**src/rtl/uc_pila_pkg.sv**
```systemverilog
// uc_pila shared definitions: opcode map, ALU op codes, FSM encoding
// and the pure instruction decoder used by the sequencing unit.
package uc_pila_pkg;

    localparam logic [5:0] OP_J    = 6'b100000;
    localparam logic [5:0] OP_JZ   = 6'b100001;
    localparam logic [5:0] OP_JNZ  = 6'b100010;
    localparam logic [5:0] OP_CALL = 6'b100011;
    localparam logic [5:0] OP_RET  = 6'b100100;
    localparam logic [5:0] OP_HALT = 6'b111111;

    localparam logic [1:0] CLS_RR = 2'b00;
    localparam logic [1:0] CLS_RI = 2'b01;

    localparam logic [2:0] ALU_NONE = 3'b000;

    localparam logic [1:0] ST_RUN  = 2'd0;
    localparam logic [1:0] ST_HALT = 2'd1;
    localparam logic [1:0] ST_STEP = 2'd2;
    localparam logic [1:0] ST_ERR  = 2'd3;

    typedef struct packed {
        logic       s_inc;
        logic       s_ret;
        logic       s_inm;
        logic       we3;
        logic       wez;
        logic [2:0] op;
        logic       pc_en;
        logic       push;
        logic       pop;
        logic       fault;
        logic       stop;
    } dec_t;

    // Decode assuming the instruction is allowed to execute this cycle.
    function automatic dec_t decode(
        input logic [5:0] opc,
        input logic       zf,
        input logic       full,
        input logic       empty
    );
        dec_t d;
        d       = '0;
        d.op    = ALU_NONE;
        d.s_inc = 1'b1;
        d.pc_en = 1'b1;
        unique case (1'b1)
            opc[5:4] == CLS_RR: begin
                d.op  = opc[3:1];
                d.we3 = 1'b1;
                d.wez = 1'b1;
            end
            opc[5:4] == CLS_RI: begin
                d.op    = opc[3:1];
                d.s_inm = 1'b1;
                d.we3   = 1'b1;
                d.wez   = 1'b1;
            end
            opc == OP_J:   d.s_inc = 1'b0;
            opc == OP_JZ:  d.s_inc = !zf;
            opc == OP_JNZ: d.s_inc = zf;
            opc == OP_CALL: begin
                if (full) begin
                    d.fault = 1'b1;
                end else begin
                    d.s_inc = 1'b0;
                    d.push  = 1'b1;
                end
            end
            opc == OP_RET: begin
                if (empty) begin
                    d.fault = 1'b1;
                end else begin
                    d.s_ret = 1'b1;
                    d.pop   = 1'b1;
                end
            end
            opc == OP_HALT: begin
                d.pc_en = 1'b0;
                d.stop  = 1'b1;
            end
            default: ;
        endcase
        // A stack fault freezes the PC on the offending instruction.
        if (d.fault) begin
            d.pc_en = 1'b0;
            d.s_inc = 1'b1;
        end
        return d;
    endfunction

endpackage

```
**src/rtl/uc_pila_pila_ret.sv**
```systemverilog
// Return-address LIFO: DEPTH entries of AW bits, occupancy counter
// with full/empty flags; guarded push/pop never corrupt the pointer.
module pila_ret #(
    parameter int DEPTH = 4,
    parameter int AW    = 10
) (
    input  logic                     clk,
    input  logic                     rst_n,
    input  logic                     push,
    input  logic                     pop,
    input  logic [AW-1:0]            din,
    output logic [AW-1:0]            top,
    output logic [$clog2(DEPTH):0]   sp,
    output logic                     full,
    output logic                     empty
);
    localparam int IW = $clog2(DEPTH);
    localparam int SW = IW + 1;

    logic [AW-1:0] mem [DEPTH];
    logic [SW-1:0] cnt;
    logic [IW-1:0] wr_idx;
    logic [IW-1:0] rd_idx;
    logic          do_push;
    logic          do_pop;

    assign wr_idx  = cnt[IW-1:0];
    assign rd_idx  = wr_idx - IW'(1);
    assign full    = (cnt == SW'(DEPTH));
    assign empty   = (cnt == '0);
    assign do_push = push && !full;
    assign do_pop  = pop && !empty;
    assign top     = mem[rd_idx];
    assign sp      = cnt;

    always_ff @(posedge clk) begin
        if (do_push) begin
            mem[wr_idx] <= din;
        end
    end

    always_ff @(posedge clk or negedge rst_n) begin
        if (!rst_n) begin
            cnt <= '0;
        end else if (do_push) begin
            cnt <= cnt + SW'(1);
        end else if (do_pop) begin
            cnt <= cnt - SW'(1);
        end
    end

endmodule

```
**src/rtl/uc_pila.sv**
```systemverilog
// Sequencing control unit: instruction decode, return stack,
// run/halt/step debug FSM and sticky error trap.
module uc_pila
    import uc_pila_pkg::*;
#(
    parameter int DEPTH    = 4,
    parameter int AW       = 10,
    parameter int BOOT_RUN = 1
) (
    input  logic                   clk,
    input  logic                   reset,
    input  logic [5:0]             opcode,
    input  logic                   z,
    input  logic [AW-1:0]          pc_plus1,
    input  logic                   halt_req,
    input  logic                   run,
    input  logic                   step,
    output logic                   s_inc,
    output logic                   s_ret,
    output logic [AW-1:0]          ret_addr,
    output logic                   s_inm,
    output logic                   we3,
    output logic                   wez,
    output logic [2:0]             op,
    output logic                   pc_en,
    output logic                   halted,
    output logic                   err,
    output logic [$clog2(DEPTH):0] sp
);
    localparam logic [1:0] ST_BOOT = (BOOT_RUN != 0) ? ST_RUN : ST_HALT;

    logic [1:0]    state;
    logic [1:0]    state_nx;
    logic          exec;
    logic          full;
    logic          empty;
    logic          push;
    logic          pop;
    logic [AW-1:0] top;
    dec_t          d;

    pila_ret #(
        .DEPTH(DEPTH),
        .AW   (AW)
    ) u_pila (
        .clk  (clk),
        .rst_n(reset),
        .push (push),
        .pop  (pop),
        .din  (pc_plus1),
        .top  (top),
        .sp   (sp),
        .full (full),
        .empty(empty)
    );

    // A pending halt request pre-empts the instruction in RUN.
    assign exec = ((state == ST_RUN) && !halt_req) || (state == ST_STEP);
    assign d    = decode(opcode, z, full, empty);

    assign ret_addr = empty ? '0 : top;
    assign halted   = (state == ST_HALT);
    assign err      = (state == ST_ERR);

    always_comb begin
        op    = d.op;
        s_inm = d.s_inm;
        s_inc = 1'b1;
        s_ret = 1'b0;
        we3   = 1'b0;
        wez   = 1'b0;
        pc_en = 1'b0;
        push  = 1'b0;
        pop   = 1'b0;
        if (exec) begin
            s_inc = d.s_inc;
            s_ret = d.s_ret;
            we3   = d.we3;
            wez   = d.wez;
            pc_en = d.pc_en;
            push  = d.push;
            pop   = d.pop;
        end
    end

    always_comb begin
        state_nx = state;
        case (state)
            ST_RUN: begin
                if (halt_req) begin
                    state_nx = ST_HALT;
                end else if (d.fault) begin
                    state_nx = ST_ERR;
                end else if (d.stop) begin
                    state_nx = ST_HALT;
                end
            end
            ST_HALT: begin
                if (halt_req) begin
                    state_nx = ST_HALT;
                end else if (step) begin
                    state_nx = ST_STEP;
                end else if (run) begin
                    state_nx = ST_RUN;
                end
            end
            ST_STEP: state_nx = d.fault ? ST_ERR : ST_HALT;
            default: state_nx = ST_ERR;
        endcase
    end

    always_ff @(posedge clk or negedge reset) begin
        if (!reset) begin
            state <= ST_BOOT;
        end else begin
            state <= state_nx;
        end
    end

endmodule
```
**config.mk**
```make
export PLATFORM = sky130hd
export DESIGN_NAME = uc_pila
export DESIGN_NICKNAME = d
export VERILOG_FILES = /design/src/rtl/uc_pila_pkg.sv /design/src/rtl/uc_pila_pila_ret.sv /design/src/rtl/uc_pila.sv
export SDC_FILE = /design/constraint.sdc
export NUM_CORES = 1
export LEC_CHECK = 0
export ABC_CLOCK_PERIOD_IN_PS = 3650
export BUFFER_PORTS_ARGS = -buffer_cell sky130_fd_sc_hd__buf_4
export CAP_MARGIN = 20
export CELL_PAD_IN_SITES_DETAIL_PLACEMENT = 2
export CELL_PAD_IN_SITES_GLOBAL_PLACEMENT = 2
export CORE_UTILIZATION = 37
export CTS_CLUSTER_SIZE = 20
export DETAILED_ROUTE_END_ITERATION = 7
export PLACE_DENSITY_LB_ADDON = 0.1
export SLEW_MARGIN = 20
export SYNTH_ARGS = -nofsm -noshare
export SYNTH_HDL_FRONTEND = slang
export SYNTH_HIERARCHICAL = 1
export SYNTH_SLANG_ARGS = --single-unit
```
**constraint.sdc**
```tcl
create_clock -name clk -period 3.65 [get_ports clk]
set_input_delay 0.5475 -clock clk [delete_from_list [all_inputs] [get_ports clk]]
set_output_delay 0.5475 -clock clk [all_outputs]
set_load 0.02 [all_outputs]
```
==> key figures <==
Final layout
  – Design area: 2650 µm²
  – ANT cells: 0
  – Fin util: 47.8%
  – Ratio of cells with drive above 1 in the final layout: 38.3%
  – Layout net count: 214
  – Post-Layout Cell Count: 260
  – Area growth syn-to-layout: 23.9%

CTS
  – Clk sink count: 45
  – Cts hold-fix bufs: 0
  – Maximum root-to-sink buffer count: 2
  – Htree depth: 2
  – Reg clk slew, reported paths: 0.08 ns
  – TritonCTS buffer count: 5
  – TritonCTS clock tree: built
  – Post-CTS Setup Inserts: 0
  – CTS root buffer: clkbuf_8
  – CTS resizes: 0
  – Worst skew pair latency: 0.29 ns

GRT
  – Met2 Resource Use GR: 31.7%
  – Met3 GRT Util: 3.29%
  – Vias in the first global route: 1,491
  – Tot GR Track Use: 18.0%
  – Global Route met1 Usage: 22.5%
  – Top Usage Layer GRT: met2
  – First-pass GRT wire length: 7960 µm
  – Pin count of the biggest net entering global routing: 16
  – Initial antenna violation count: 0
  – GR Overflow Total: 0

Power and ir drop
  – Net Sw Frac: 24.6%
  – Clock power share: 29.1%
  – Leak: 0.959 nW
  – Worst VDD drop: 0.000256 V
  – Comb pwr share: 13.8%
  – P per Cell Area: 385 nW/µm²
  – Cell Int Power: 0.000769 W
  – Sequential power share: 57.0%
  – Net switching power: 0.000251 W

STA
  – # setup viols final: 0
  – Final setup margin: 0.506 ns
  – Hold Violations, Final: 0
  – Worst clock skew: 0.00526 ns
  – Final slew viol count: 0
  – Final min period: 3.14 ns
  – Setup TNS after final layout: 0 ns
  – Worst slew pin tran: 0.590 ns
  – Crit share post-route: 86.1%
  – Max_slew headroom: 60.7%
  – F_max: 318 MHz
  – RSZ-0062 raised after global routing: no

Worst setup path
  – Critical Path RT: 3.86 ns
  – RR Endpoint: u_pila/sp[2]$_DFFE_PN0P_
  – Critical Path AT: 3.35 ns
  – Kind of critical path: primary input to register
  – Worst reg-to-reg setup slack: 0.53 ns
  – CP Max Fanout: 5
  – R2R depth: 9
  – Worst Setup End Kind: register
  – Reg-to-reg startpoint: u_pila/sp[1]$_DFFE_PN0P_
  – CP Launch Type: primary input

Route
  – Vias: 1,344
  – TritonRoute pass-1 iters: 3
  – Post-route antenna net violation count: 0
  – Initial drt markers: 57
  – Vias per Instance: 5.17
  – Final wirelength: 4980 µm
  – DRC Markers: 0
  – Wirelength per Cell: 19.2 µm

Floorplan
  – Initial core utilization: 38.6%
  – Site Rows: 27
  – I/O Pins: 46
  – Die Wd: 78 µm
  – Die Y: 78 µm
  – Die footprint: 6080 µm²
  – Core area: 5540 µm²

Logic synthesis
  – Cells after Synth: 137
  – Seq/Total Area, Yosys: 62.1%
  – Yosys reg bits: 45
  – Mapped Nets: 164
  – Post-synthesis cell area: 2140 µm²
  – Most frequent cell after synthesis: edfxtp_1
  – Top area cells in the synthesized netlist: edfxtp_1 56%, mux4_2 11%, dfrtp_1 5.9%
  – Fraction of registers with async set/reset: 11.1%
  – Number of synthesized flops with an enable pin: 40
  – Ys flop type: edfxtp_1
  – Synth cell types: 36
  – Avg Cell Area, Syn: 15.6 µm²
  – Synth top area share: 56.2%
  – Commonest cells post-synth: 40 x edfxtp_1, 16 x nor2b_1, 10 x mux4_2
  – Post-synth top area cell: edfxtp_1
  – Yosys warns: 6

Run
  – # Max-Cap Violations: 0

Placement
  – Pre-CTS WS: 0.373 ns
  – RePlAce Congestion: 0.755
  – DP HPWL: 3660 µm
  – Dpl cells: 252
  – Placed Area: 2560 µm²
  – PortBufs: 45

Worst hold path
  – Worst hold path type: primary input to asynchronous set/reset pin

Status
  – Outcome: complete, no violations
-- state kept, by name (all words and copies together) (netlist names) --
register,flops
u_pila/sp,3
u_pila/mem,40
state,2
-- layout by cell type, fill, tap and decap left out, types with 4 or more instances in the layout --
cell type	instances
buf_4	48
edfxtp_1	40
nor2b_1	16
mux4_2	10
inv_1	7
and2_1	5
nor2_1	5
clkbuf_8	5
dfrtp_1	5
ha_1	5
a21oi_1	4
-- worst max-delay path, cell delays in order --
cell and delay, ns:
buf_4 0.13, or3b_1 0.46, nor3b_2 0.30, nor4b_1 0.48, a21boi_2 0.34, xnor2_1 0.10, ha_1 0.24, or4b_4 0.51
a221oi_2 0.25
-- cell type report --
class                           instances  area [µm²]
Sequential cell                        45        1330
Fill cell                             562        2890
Inverter                                7        26.3
Multi-Input combinational cell         80         758
Tap cell                               72        90.1
Clock buffer                            5        68.8
Clock inverter                          3        17.5
Timing Repair Buffer                   48         360
-- power groups by stage --
stage | Combinational [W] | Sequential (W) | Clock, W
after floorplan | 0.0000775 | 0.000586 | 0
after global placement | 0.000136 | 0.000591 | 0
after detailed placement | 0.000143 | 0.000593 | 0
after CTS | 0.000144 | 0.000582 | 0.000312
after global routing | 0.000152 | 0.000583 | 0.000332
final | 0.000141 | 0.000582 | 0.000297
-- through the flow --
stage,hold slack [ns],power (W)
floorplan,0.252,0.000664
global placement,0.365,0.000727
detailed placement,0.370,0.000737
CTS,0.0420,0.00104
global route,0.0246,0.00107
finish,0.0430,0.00102
-- cell families (layout without fill, tap and decap cells) --
family          count (synthesis)  in the layout  synth area share [%]
xor+xnor                        2              2                 0.820
fa+ha+maj                       5              5                  2.93
buf+inv                        12             63                  2.46
simple gates                   48             48                  15.0
compound gates                 13             13                  5.27
flops                          45             45                  62.1
mux                            12             12                  11.5
-- worst max-delay path by stage --
stage                             start                        to  cells past startpoint
5_1_grt        u_pila/sp[1]$_DFFE_PN0P_  u_pila/sp[2]$_DFFE_PN0P_                      9
6_report                      opcode[3]  u_pila/sp[2]$_DFFE_PN0P_                      9
4_1_cts                       opcode[3]  u_pila/sp[2]$_DFFE_PN0P_                      9
3_5_place_dp                  opcode[3]  u_pila/sp[2]$_DFFE_PN0P_                      9
2_1_floorplan  u_pila/sp[0]$_DFFE_PN0P_  u_pila/sp[2]$_DFFE_PN0P_                     10
3_3_place_gp                  opcode[3]  u_pila/sp[2]$_DFFE_PN0P_                      9
-- per-layer routing --
metal / share of wire (%) / vias up / routed length [µm]
met2: 53 / 26 / 2640
li1: - / 625 / -
met1: 43 / 686 / 2140
met4: 1.2 / 0 / 59
met5: 0 / - / 0
met3: 2.9 / 7 / 146
Note: power is estimated with default switching activity, not from simulation.
